### config.mk
export PLATFORM = sky130hd
export DESIGN_NAME = serial_add_ctrl
export DESIGN_NICKNAME = d
export VERILOG_FILES = /design/src/rtl/serial_add_pkg.sv /design/src/rtl/serial_add_fa.sv /design/src/rtl/serial_add_ctrl.sv
export SDC_FILE = /design/constraint.sdc
export NUM_CORES = 1
export LEC_CHECK = 0
export CAP_MARGIN = 25
export CORE_ASPECT_RATIO = 0.9
export CORE_MARGIN = 3
export CORE_UTILIZATION = 57
export CTS_CLUSTER_DIAMETER = 60
export DETAILED_ROUTE_END_ITERATION = 7
export HOLD_SLACK_MARGIN = 0.05
export PLACE_DENSITY = 0.93
export SYNTH_ARGS = -nofsm -noshare
export SYNTH_HDL_FRONTEND = slang
export SYNTH_SLANG_ARGS = --single-unit
### constraint.sdc
create_clock -name Clk -period 3.5 [get_ports Clk]
set_clock_uncertainty 0.2 [all_clocks]
set_input_delay 0.525 -clock Clk [delete_from_list [all_inputs] [get_ports Clk]]
set_output_delay 0.525 -clock Clk [all_outputs]
set_load 0.02 [all_outputs]
### src/rtl/serial_add_pkg.sv
// Shared types and defaults for the bit-serial adder controller.
package serial_add_pkg;

  localparam int DEFAULT_WIDTH = 16;

  typedef enum logic [1:0] {
    IDLE  = 2'd0,
    LOAD  = 2'd1,
    SHIFT = 2'd2,
    DONE  = 2'd3
  } state_t;

endpackage

### src/rtl/serial_add_fa.sv
// Single-bit full adder shared by every bit position of the serial add.
// Purely combinational; no state, no handshake.
module serial_add_fa (
  input  logic x,
  input  logic y,
  input  logic z,
  output logic sum,
  output logic carry
);

  assign sum   = x ^ y ^ z;
  assign carry = (x & y) | (x & z) | (y & z);

endmodule

### src/rtl/serial_add_ctrl.sv
// Bit-serial adder: S/cout = A + B + cin, LSB first, one full-adder step per cycle.
// Latency: start in cycle 0 -> done pulse in cycle WIDTH+2; start is ignored while busy.
// Optional signed-overflow output ovf is enabled by defining SERIAL_ADD_OVF_EN.
module serial_add_ctrl
  import serial_add_pkg::*;
#(
  parameter int WIDTH = DEFAULT_WIDTH
) (
  input  logic             Clk,
  input  logic             Reset_n,
  input  logic             start,
  input  logic [WIDTH-1:0] A,
  input  logic [WIDTH-1:0] B,
  input  logic             cin,
  output logic             busy,
  output logic             done,
  output logic [WIDTH-1:0] S,
`ifdef SERIAL_ADD_OVF_EN
  output logic             ovf,
`endif
  output logic             cout
);

  localparam int CW = (WIDTH > 1) ? $clog2(WIDTH) : 1;
  localparam logic [CW-1:0] LAST_BIT = CW'(WIDTH - 1);

  state_t           state;
  logic [WIDTH-1:0] a_sr;
  logic [WIDTH-1:0] b_sr;
  logic [WIDTH-1:0] psum;
  logic [WIDTH-1:0] psum_next;
  logic             carry;
  logic [CW-1:0]    cnt;
  logic             sum_bit;
  logic             carry_nxt;
`ifdef SERIAL_ADD_OVF_EN
  logic             a_msb;
  logic             b_msb;
`endif

  serial_add_fa fa_bit (
    .x     (a_sr[0]),
    .y     (b_sr[0]),
    .z     (carry),
    .sum   (sum_bit),
    .carry (carry_nxt)
  );

  // New sum bit enters at the MSB so after WIDTH steps psum is aligned to S.
  assign psum_next = (psum >> 1) | (WIDTH'(sum_bit) << (WIDTH - 1));

  always_ff @(posedge Clk) begin
    if (!Reset_n) begin
      state <= IDLE;
      busy  <= 1'b0;
      done  <= 1'b0;
      S     <= '0;
      cout  <= 1'b0;
      a_sr  <= '0;
      b_sr  <= '0;
      psum  <= '0;
      carry <= 1'b0;
      cnt   <= '0;
`ifdef SERIAL_ADD_OVF_EN
      ovf   <= 1'b0;
      a_msb <= 1'b0;
      b_msb <= 1'b0;
`endif
    end else begin
      case (state)
        IDLE: begin
          done <= 1'b0;
          if (start) begin
            a_sr  <= A;
            b_sr  <= B;
            carry <= cin;
            busy  <= 1'b1;
            state <= LOAD;
`ifdef SERIAL_ADD_OVF_EN
            a_msb <= A[WIDTH-1];
            b_msb <= B[WIDTH-1];
`endif
          end
        end
        LOAD: begin
          cnt   <= '0;
          psum  <= '0;
          state <= SHIFT;
        end
        SHIFT: begin
          a_sr  <= a_sr >> 1;
          b_sr  <= b_sr >> 1;
          psum  <= psum_next;
          carry <= carry_nxt;
          cnt   <= cnt + 1'b1;
          if (cnt == LAST_BIT) begin
            S     <= psum_next;
            cout  <= carry_nxt;
            busy  <= 1'b0;
            done  <= 1'b1;
            state <= DONE;
`ifdef SERIAL_ADD_OVF_EN
            // sum_bit is the MSB of the finished sum on this step.
            ovf   <= (a_msb == b_msb) && (sum_bit != a_msb);
`endif
          end
        end
        DONE: begin
          done  <= 1'b0;
          state <= IDLE;
        end
        default: state <= IDLE;
      endcase
    end
  end

endmodule

After elaboration in Yosys (flattened, before gate mapping)

Index checks and enable logic that the tools add are counted.

Flip-flop bits (word level): 74
Input bits: 36
Output and inout port bits: 19

Add/sub/neg operators: 1
Equal/unequal tests: 6
Mux-type cells: 16
Bitwise logic cells: 8
Reductions and logical operators: 10

Operators by type and width:

| operator              | count |
|---|---|
| $pmux W16 S2          | 3 |
| $mux W16              | 2 |
| $or A15 B16 Y16       | 1 |
| $pmux W2 S4           | 1 |
| $pmux W4 S2           | 1 |
| $reduce_and A2 Y1     | 4 |
| $pmux W1 S2           | 3 |
| $reduce_bool A2 Y1    | 3 |
| $add A4 B1 Y4 const B | 1 |
| $eq A2 B2 Y1 const B  | 2 |
| $eq A4 B4 Y1 const B  | 1 |
| $mux W1               | 4 |
| $mux W2               | 2 |
| $ne A2 B2 Y1 const B  | 2 |
| $and A1 B1 Y1         | 3 |
| $reduce_and A3 Y1     | 1 |
| $eq A2 B1 Y1 const B  | 1 |
| $logic_not A2 Y1      | 1 |
| $or A1 B1 Y1          | 2 |
| $reduce_or A2 Y1      | 1 |
| $xor A1 B1 Y1         | 2 |

Logic depth before layout (Yosys ltp)

Gate-level depths: netlist of run 1.

Depth after elaboration: 4
Depth in mapped cells: 7
Gate-level depth less buffers: 5

Modules after synthesis

From an unflattened synthesis of run 1, not the netlist that was laid out.

Cells, all modules: 338
Area total of the unflattened synthesis: 3,256.9 µm²

Modules (own cells, without submodules):

| module          | instances | cells an instance | area each (µm²) |
|---|---|---|---|
| serial_add_ctrl | 1         | 337               | 3,236.9 |
| serial_add_fa   | 1         | 1                 | 20.0 |

Worst setup path after synthesis of run 1

OpenSTA, ideal clock, no wires.

Kind: reg-to-reg
Start point: register state[0]
End point: register b_sr[6]
Arrival: 1.374 ns
Setup slack: 1.810 ns
Stages on the path, launching flop included: 7
Path buffers: 2
Cell sequence: dfxtp_1 inv_1 ha_1 mux2_4 buf_6 buf_6 o211a_1

Word-level cells in the longest chain between the ends: 3

RTL lines:

| element                                                      | line                  | source |
|---|---|---|
| from (decl)                                                  | serial_add_ctrl.sv:27 | `state_t state;` |
| from (signal assigned)                                       | serial_add_ctrl.sv:54 | `state <= IDLE;` |
| from (signal assigned)                                       | serial_add_ctrl.sv:78 | `state <= LOAD;` |
| from (signal assigned)                                       | serial_add_ctrl.sv:88 | `state <= SHIFT;` |
| $eq A2 B2 Y1 or $logic_not A2 Y1 (tied branches)             | serial_add_ctrl.sv:70 | `case (state)` |
| $reduce_bool A2 Y1 (no line) or $ne A2 B2 Y1 (tied branches) | n/a                   |  |
| $reduce_and A2 Y1 (no line)                                  | n/a                   |  |
| to (signal assigned)                                         | serial_add_ctrl.sv:92 | `b_sr <= b_sr >> 1;` |
| to (decl)                                                    | serial_add_ctrl.sv:29 | `logic [WIDTH-1:0] b_sr;` |

Parallel ways exist; a longest one is shown, timed or not.
A chain may end at the register's enable or synchronous reset.

Worst setup path after layout of run 1

Start point: register state[0]
End point: register a_sr[12]

Word-level cells in the longest chain between the ends: 3

RTL lines:

| element                                                      | line                  | source |
|---|---|---|
| $eq A2 B2 Y1 or $logic_not A2 Y1 (tied branches)             | serial_add_ctrl.sv:70 |  |
| $reduce_bool A2 Y1 (no line) or $ne A2 B2 Y1 (tied branches) | n/a                   |  |
| $reduce_and A2 Y1 (no line)                                  | n/a                   |  |
| to (signal assigned)                                         | serial_add_ctrl.sv:91 | `a_sr <= a_sr >> 1;` |
| to (decl)                                                    | serial_add_ctrl.sv:28 | `logic [WIDTH-1:0] a_sr;` |

Parallel ways exist; a longest one is shown, timed or not.

==> results of run 1 <==
[how the worst max path moves through the flow]
stage	endpoint	cells past startpoint	slack (ps)
after floorplan	b_sr[6]	6	1810
after global placement	a_sr[15]	6	1270
after detailed placement	b_sr[15]	6	1190
after CTS	a_sr[12]	6	1090
after global routing	a_sr[12]	6	930
final	a_sr[12]	6	1090
[state kept, by name, indices dropped and copies added, names as in the netlist]
signal and count:
psum 15, busy 1, a_sr 16, done 1, carry 1, cnt 4, state 2, S 16
b_sr 16, cout 1
[layout by cell type, fill, tap and decap left out]
cell type	synthesis	layout
nand4_1	2	2
buf_2	5	1
clkbuf_1	11	2
clkinv_2	0	1
mux2_4	1	1
nor3b_1	1	1
clkbuf_8	0	12
ha_1	4	3
a21boi_0	19	19
and2b_1	1	1
bufinv_16	0	1
nand3b_1	1	1
nor2b_1	4	4
ha_2	0	1
nand3_1	36	36
dfxtp_1	73	73
mux2i_1	35	35
o211a_1	31	31
nand2b_1	19	19
or3_1	1	1
nand2_1	52	52
fa_1	1	1
o21ai_0	18	18
buf_4	2	5
o21a_1	1	1
a21oi_1	3	3
clkdlybuf4s50_1	0	53
o221a_2	1	1
inv_1	2	2
a21boi_1	1	1
or2_2	1	1
[report_power, final]
part | internal (uW) | switching (uW)
Clock | 387 | 288
Combinational | 449 | 513
Sequential | 1010 | 99.5
[routing by layer]
| metal | vias to the layer above | global-route usage, % | part of all wire [%] |
|---|---|---|---|
| met4 | 0 | 6.804 | 0.83 |
| met2 | 43 | 30.75 | 48 |
| met3 | 4 | 6.051 | 4.0 |
| li1 | 1261 | - | - |
| met5 | - | 0 | 0 |
| met1 | 1107 | 25.08 | 47 |
[worst register-to-register path, stage by stage, from the launching register on]
cell     delay [ps]
dfxtp_1         330
inv_1            80
ha_2            390
buf_4           300
mux2_4          610
nand2_1         190
o211a_1         190
[stage by stage]
stage	cells	utilization [%]	instance area [um^2]	setup WS (ps)	power (uW)
finish	450	72.91	3923	1094	2743
global route	450	72.91	3923	925.4	2908
CTS	450	72.91	3923	1091	2755
detailed placement	434	69.05	3715	1190	2069
global placement	434	69.05	3715	1268	2029
floorplan	338	-	3257	1810	1997
[kinds of logic (layout without fill, tap and decap cells)]
family                     count (synthesis)  in the layout
and+or+nand+nor                          118            118
AOI/OAI and AO/OA                         74             74
DFF                                       73             73
muxes                                     36             36
buffers and inverters                     32             77
adders and majority gates                  5              5
[final cells by class]
class / instances / share of cell area [%]
multi-input combinational: 233 / 40.51
sequential: 73 / 37.26
timing repair buffer: 59 / 14.61
clock buffer: 14 / 4.402
tap: 67 / 2.137
clock inverter: 2 / 0.8931
inverter: 2 / 0.1914
==> results.ini, run 1 <==
[status]
status=complete, no violations

[critical_path]
crit_chain=inv_1, ha_2, buf_4, mux2_4, nand2_1, o211a_1
critPathTopFamily=multiplexers
path_buf_inv=2
end_kind=flip-flop
crit_path_top_delay_cell=mux2_4
worstSetupPathType=flip-flop to flip-flop
arrival_ps=2430
r2r-end=a_sr[12]
startpoint=state[0]
reg2reg_setup_slack_ps=1090
worstPathRequired_ps=3520
critical_path.startpoint_type=flip-flop
reg2reg_from=state[0]
reg2reg_depth=6
crit_path_max_fanout=64
critPathMaxStageDelay_ps=610

[place]
hpwl_um=3825
portBuffers=54
routabilityCongestion=0.7263

[detailed_routing]
drtAntennaViolNets=0
routed_wl_um=6180
wl_per_cell_um=13.73
vias=2415
drt_iter0_drc=170
dr.pass1.iters=4
vias_per_cell=5.367
route.detailed.drc=0

[cts]
insertion_delay_ps=340
cts_setup_buffers=0
cts_buffers=9
clock-sinks=73
cts_tree=done
cts_resized=0
cts.htree.levels=3
clk_pin_slew_ps=70
clockBufferDepth=2
cts-root-buf=clkbuf_8
holdBufCountCts=0

[hold_path]
hold_path_depth=2
whs_endpoint=S[4]
holdCritPathClass=flip-flop to flip-flop
min_from=S[4]

[grt]
overflow=0
grt_max_degree=92
grtUsageTotal_pct=19.46
grt_pass1_wl_um=10350
antenna_found_initial=0
grt_pass1_vias=2236

[logic_synthesis]
synthTopCellsByCount=dfxtp_1 (73), nand2_1 (52), nand3_1 (36)
synthAdderAreaFrac_pct=2.151
netlist_area_um2=3257
synth_xor_xnor_area_share_pct=0
synth_top_family_by_area=compound AO/OA/AOI/OAI gates
yosys-top-cells-area=dfxtp_1 (45%), mux2i_1 (11%), o211a_1 (9.5%), nand2_1 (6.0%), nand3_1 (5.5%)
synth_top_area_cell=dfxtp_1
synth_cell_types=28
synth-compound-area-share_pct=17.94
synth-seq-cells=73
yosysSeqAreaShare_pct=44.87
ys.flop_type=dfxtp_1
avgSynthCellArea_um2=9.636
post-synth-top-count-cell=dfxtp_1
synth_mux_area_share_pct=11.22
synthArstFlopShare_pct=0
synth-simple-area-share_pct=17.40
ys_warn_count=0
synth_top_area_share_pct=44.87
syn-instance-count=338
synth.net_count=379
synth_edf_count=0

[sta]
hold_violations=0
hold_slack_ps=273.6
fmax_mhz=415.5
setup_viol=0
final.setup.tns_ps=0
rsz0062_at_grt=no
fin_crit_sh_pct=68.76
worst_slew_pin_slew_ps=814.7
drv_slew=0
maxSlewHeadroom_pct=45.68
period_needed_ps=2407

[power]
p_per_area_nw_per_um2=699.3
p_leak_uw=0.001632
ir_worst_vdd_mv=0.6429

[floorplanning]
start_util_pct=60.53
die_area_um2=6658
dieWidth_um=85.68
rows=25
coreArea_um2=5380
ioPinCount=55
die_h_um=77.71

[cells_and_area]
area_delta_synth_final_pct=20.44
multiInputGateArea_um2=1589
regArea_um2=1461
n_fill_cell=375
diodes=0
nets=419
layout-drive-gt1-share_pct=6.266

[job]
drv_cap=0

No activity file was read; power rests on OpenSTA's default activity.
==> run 2: changes to the inputs <==
--- a/config.mk
+++ b/config.mk
@@ -8,11 +8,11 @@
 export CAP_MARGIN = 25
 export CORE_ASPECT_RATIO = 0.9
 export CORE_MARGIN = 3
-export CORE_UTILIZATION = 57
+export CORE_UTILIZATION = 48
 export CTS_CLUSTER_DIAMETER = 60
 export DETAILED_ROUTE_END_ITERATION = 7
 export HOLD_SLACK_MARGIN = 0.05
-export PLACE_DENSITY = 0.93
+export PLACE_DENSITY = 0.84
 export SYNTH_ARGS = -nofsm -noshare
 export SYNTH_HDL_FRONTEND = slang
 export SYNTH_SLANG_ARGS = --single-unit
==> constraint.sdc (replaced) <==
create_clock -name Clk -period 2 [get_ports Clk]
set_clock_uncertainty 0.2 [all_clocks]
set_input_delay 0.3 -clock Clk [delete_from_list [all_inputs] [get_ports Clk]]
set_output_delay 0.3 -clock Clk [all_outputs]
set_load 0.02 [all_outputs]
==> run 2 against run 1 <==
Combinational power increased by 89%; global-route usage decreased by 3.0 points; via count increased by 3.3%; setup slack got worse by 910 ps.
==> results.ini, run 2 (synthesized netlist as in run 1, its figures left out) <==
[cts]
cts-root-buf=clkbuf_8
clock-sinks=73  ; unchanged
cts_tree=done
clk_pin_slew_ps=70  ; about the same
clockBufferDepth=2  ; unchanged
holdBufCountCts=0  ; unchanged
cts_setup_buffers=0  ; unchanged
insertion_delay_ps=340  ; about the same
cts_resized=0  ; unchanged
cts.htree.levels=3  ; unchanged
cts_buffers=9  ; unchanged

[power]
ir_worst_vdd_mv=0.6801  ; +5.8%
p_int_uw=3255  ; +77%
p_leak_uw=0.001655  ; +1.4%
combinationalPowerShare_pct=37.2  ; +2.1 points
power_switching_uw=1632  ; +81%
p_per_area_nw_per_um2=1220  ; +74%
pwr-share-seq_pct=39.8  ; -0.5 points
switching_share_pct=33.40  ; +0.59 points
clockPowerShare_pct=23.1  ; -1.5 points

[sta]
fin_crit_sh_pct=90.79
drv_slew=0  ; unchanged
maxSlewHeadroom_pct=76.41  ; +31 points
setup_viol=0  ; unchanged
rsz0062_at_grt=no
worst_slew_pin_slew_ps=353.9  ; -460.8 ps
fmax_mhz=550.7
final.setup.tns_ps=0  ; unchanged
period_needed_ps=1816
hold_violations=0  ; unchanged

[critical_path]
critPathMaxStageDelay_ps=620  ; about the same
worstPathRequired_ps=1500  ; -2020 ps
crit_path_max_fanout=3  ; -95%
critPathTopFamily=buffers and inverters
critical_path.startpoint_type=flip-flop
crit_chain=clkdlybuf4s50_1
end_kind=output pin
arrival_ps=1320  ; -1110 ps
crit_path_top_delay_cell=clkdlybuf4s50_1
worstSetupPathType=flip-flop to output pin
path_buf_inv=1  ; -1

[status]
status=complete, no violations

[detailed_routing]
vias_per_cell=5.284  ; -1.5%
route.detailed.drc=0  ; unchanged
drtAntennaViolNets=0  ; unchanged
drt_iter0_drc=124  ; -27%
routed_wl_um=6317  ; +2.2%
wl_per_cell_um=13.38  ; -2.5%
vias=2494  ; +3.3%
dr.pass1.iters=4  ; unchanged

[cells_and_area]
reg.largest.list=S (16), a_sr (16), b_sr (16)
final_cell_mix=dfxtp_1 (73), clkdlybuf4s50_1 (53), nand2_1 (52), nand3_1 (36), mux2i_1 (35)
fin_util_pct=63.08  ; -9.8 points
layout-drive-gt1-share_pct=7.273  ; +1.0 points
area_delta_synth_final_pct=23.01
diodes=0  ; unchanged
final_cells=472  ; +4.9%
nets=422  ; +0.72%
final_common_cell=dfxtp_1

[floorplanning]
die_h_um=84.15  ; +8.3%
ioPinCount=55  ; unchanged
die_area_um2=7811  ; +17%
dieWidth_um=92.83  ; +8.3%
coreArea_um2=6351  ; +18%
start_util_pct=51.28  ; -9.3 points
rows=27  ; +8.0%

[place]
routabilityCongestion=0.7460  ; +2.7%
portBuffers=54  ; unchanged
dp_cells=457  ; +5.3%
hpwl_um=3992  ; +4.4%

[job]
drv_cap=0  ; unchanged

[grt]
overflow=0  ; unchanged
grt_pass1_wl_um=10670  ; +3.1%
grtUsageTotal_pct=16.43  ; -3.0 points
grt_max_degree=92  ; unchanged
grt_pass1_vias=2422  ; +8.3%
antenna_found_initial=0  ; unchanged

[hold_path]
holdCritPathClass=flip-flop to flip-flop

-- run 2: cell types whose count changed in the layout (fill, tap and decap cells not counted), sizes merged --
| cell | change |
|---|---|
| clkinv | +2 |
| clkinvlp | +1 |
| buf | +3 |
| clkbuf | -4 |
-- run 2: metal layers --
| metal | track usage (%) | share of wire [%] | vias to the layer above |
|---|---|---|---|
| met5 | 0 | 0 | - |
| met2 | 26.95 | 47 | 38 |
| li1 | - | - | 1269 |
| met1 | 21.40 | 49 | 1177 |
| met4 | 6.658 | 1.7 | 0 |
| met3 | 2.957 | 2.6 | 10 |
-- run 2: cell type report --
cell class | count | area [um^2]
clock buffers | 10 | 137.6
clock inverters | 5 | 56.30
fillers | 544 | 2345
inverters | 2 | 7.507
multi-input cells | 233 | 1589
flip-flops and latches | 73 | 1461
well taps | 87 | 108.9
repair buffers | 62 | 645.6
-- run 2: worst paths after layout --
kind | startpoint | to | slack [ps] | depth (start not counted)
worst max-delay path | busy | busy | 180 | 1
worst min-delay path | psum[1] | S[0] | 260 | 2
worst min register to register | psum[1] | S[0] | 260 | 2
worst max register to register | state[0] | a_sr[12] | 230 | 6
-- run 2: through the flow --
step | power, uW | setup WS (ps) | instance area (um^2) | hold WS, ps
5_1_grt | 5162 | 128.3 | 4006 | 303.5
4_1_cts | 4914 | 174.7 | 4006 | 261.2
3_5_place_dp | 3767 | 218.5 | 3812 | 250.7
3_3_place_gp | 3694 | 211.7 | 3812 | 248.2
6_report | 4887 | 184.2 | 4006 | 261.8
2_1_floorplan | 3494 | 309.8 | 3257 | 236.4
-- run 2: power groups by stage --
stage,Sequential (uW),Combinational [uW],Clock (uW)
after floorplan,1930,1560,0
after global placement,1950,1740,0
after detailed placement,1970,1800,0
after CTS,1940,1820,1150
after global routing,1980,1980,1190
final,1940,1820,1130
==> run 3: changes to the inputs <==
--- a/config.mk
+++ b/config.mk
@@ -15,4 +15,5 @@
 export PLACE_DENSITY = 0.84
 export SYNTH_ARGS = -nofsm -noshare
 export SYNTH_HDL_FRONTEND = slang
+export SYNTH_HIERARCHICAL = 1
 export SYNTH_SLANG_ARGS = --single-unit
==> run 3 against run 2 <==
Critical path depth grew 4; maximum frequency grew 0.80%; utilization increased by 0.33 points; via count shrank 3.0%; largest cell class unchanged.
==> results.ini, run 3 <==
[logic_synthesis]
synthTopCellsByCount=dfxtp_1 (73), nand2_1 (52), nand3_1 (36)
synth.net_count=379  ; unchanged
post-synth-top-count-cell=dfxtp_1
syn-instance-count=338  ; unchanged
yosysSeqAreaShare_pct=44.87  ; unchanged
synthArstFlopShare_pct=0  ; unchanged
synth-seq-cells=73  ; unchanged
synth_edf_count=0  ; unchanged
synth_top_area_cell=dfxtp_1
synth_top_area_share_pct=44.87  ; unchanged
ys_warn_count=6  ; +6
avgSynthCellArea_um2=9.636  ; unchanged
ys.flop_type=dfxtp_1
netlist_area_um2=3257  ; unchanged
yosys-top-cells-area=dfxtp_1 (45%), mux2i_1 (11%), o211a_1 (9.5%), nand2_1 (6.0%), nand3_1 (5.5%)
synth_cell_types=28  ; unchanged

[job]
drv_cap=0  ; unchanged

[cells_and_area]
final_cell_mix=dfxtp_1 (73), clkdlybuf4s50_1 (53), nand2_1 (52), nand3_1 (36), mux2i_1 (35)
multiInputGateArea_um2=1589  ; unchanged
diodes=0  ; unchanged
layout-drive-gt1-share_pct=6.494  ; -0.78 points
area_delta_synth_final_pct=23.66
regArea_um2=1461  ; unchanged
n_fill_cell=570  ; +4.8%
final_common_cell=dfxtp_1
nets=421  ; -0.24%
fin_area_um2=4028  ; +0.53%
reg.largest.list=S (16), a_sr (16), b_sr (16)

[power]
p_total_uw=4966  ; +1.6%
p_per_area_nw_per_um2=1233  ; +1.1%
p_leak_uw=0.001661  ; +0.39%
ir_worst_vdd_mv=0.9528  ; +40%

[detailed_routing]
route.detailed.drc=0  ; unchanged
drtAntennaViolNets=0  ; unchanged
vias=2418  ; -3.0%
dr.pass1.iters=4  ; unchanged
routed_wl_um=5830  ; -7.7%
vias_per_cell=5.123  ; -3.0%
drt_iter0_drc=128  ; +3.2%
wl_per_cell_um=12.35  ; -7.7%

[critical_path]
critPathMaxStageDelay_ps=370  ; -250 ps
end_kind=flip-flop
crit_chain=inv_1, ha_1, mux2_4, buf_12, o211a_1
crit_path_top_delay_cell=mux2_4
path_buf_inv=2  ; +1
worstPathRequired_ps=2020  ; +520 ps
worstSetupPathType=flip-flop to flip-flop
crit_path_max_fanout=46  ; +43
critPathTopFamily=multiplexers
arrival_ps=1830  ; +510 ps
critical_path.startpoint_type=flip-flop

[place]
portBuffers=54  ; unchanged
pre_cts_ws_ps=161.1  ; -57.40 ps
hpwl_um=3773  ; -5.5%
placed_area_um2=3805  ; -0.20%
routabilityCongestion=0.7148  ; -4.2%

[grt]
grt_pass1_wl_um=10270  ; -3.7%
grt_pass1_vias=2331  ; -3.8%
grtUsageTotal_pct=16.05  ; -0.38 points
overflow=0  ; unchanged
grt_max_degree=92  ; unchanged
antenna_found_initial=0  ; unchanged

[cts]
cts_resized=0  ; unchanged
clockBufferDepth=2  ; unchanged
holdBufCountCts=0  ; unchanged
insertion_delay_ps=340  ; about the same
cts-root-buf=clkbuf_8
cts.htree.levels=3  ; unchanged
cts_setup_buffers=0  ; unchanged
clk_pin_slew_ps=70  ; about the same
cts_tree=done
cts_buffers=9  ; unchanged
clock-sinks=73  ; unchanged

[sta]
fin_crit_sh_pct=90.07  ; -0.72 points
fmax_mhz=555.1  ; +0.80%
rsz0062_at_grt=no
hold_slack_ps=263.9  ; +2.081 ps
period_needed_ps=1801  ; -14.41 ps
maxSlewHeadroom_pct=76.99  ; +0.58 points
worst_slack_ps=198.7  ; +14.41 ps
drv_slew=0  ; unchanged
setup_viol=0  ; unchanged
final.setup.tns_ps=0  ; unchanged
hold_violations=0  ; unchanged
worst_slew_pin_slew_ps=345.1  ; -8.766 ps

[floorplanning]
ioPinCount=55  ; unchanged
dieWidth_um=92.83  ; unchanged
die_area_um2=7811  ; unchanged
rows=27  ; unchanged
start_util_pct=51.28  ; unchanged
die_h_um=84.15  ; unchanged
coreArea_um2=6351  ; unchanged

[hold_path]
holdCritPathClass=flip-flop to flip-flop

[status]
status=complete, no violations

run 3: path summary, 6_finish.rpt:
path	slack, ps	end	cells past startpoint	startpoint
worst max register to register	200	a_sr[4]	5	state[0]
worst min register to register	260	S[0]	2	psum[1]
worst max-delay path	200	a_sr[4]	5	state[0]
worst min-delay path	260	S[0]	2	psum[1]
run 3: where the power goes:
group | switching, uW | leakage (uW) | internal [uW]
combinational | 894 | 0.000954 | 874
sequential | 171 | 0.000596 | 1760
clock | 491 | 0.000111 | 773
total | 1560 | 0.00166 | 3410
run 3: cells by family (layout without fill, tap and decap cells):
logic type	count (synthesis)	count (layout)	synth area share (%)
and+or+nand+nor	118	118	17.40
AOI/OAI and AO/OA	74	74	17.94
DFF	73	73	44.87
muxes	36	36	11.22
buffers and inverters	32	79	6.416
adders and majority gates	5	5	2.151
run 3: final cells by class:
cell class | count | share of cell area [%]
sequential | 73 | 36.28
clock inverter | 2 | 1.491
clock buffer | 14 | 4.039
multi-input combinational | 233 | 39.45
inverter | 2 | 0.1864
timing repair buffer | 61 | 15.84
tap | 87 | 2.703
run 3: tightest hold or removal path, stage by stage, from the launching register on:
cell and delay (ps):
dfxtp_1 310, nand2_1 50, o21ai_0 60
run 3: metrics by stage:
stage / utilization, % / instances
2_1_floorplan: - / 338
3_3_place_gp: 59.91 / 456
3_5_place_dp: 59.91 / 456
4_1_cts: 63.42 / 472
5_1_grt: 63.42 / 472
6_report: 63.42 / 472
run 3: routing by layer:
metal	share of wire, %	vias up	track usage, %
met4	1.5	0	5.593
met3	4.4	7	5.018
met1	48	1104	20.22
met5	0	-	0
li1	-	1267	-
met2	46	40	26.03
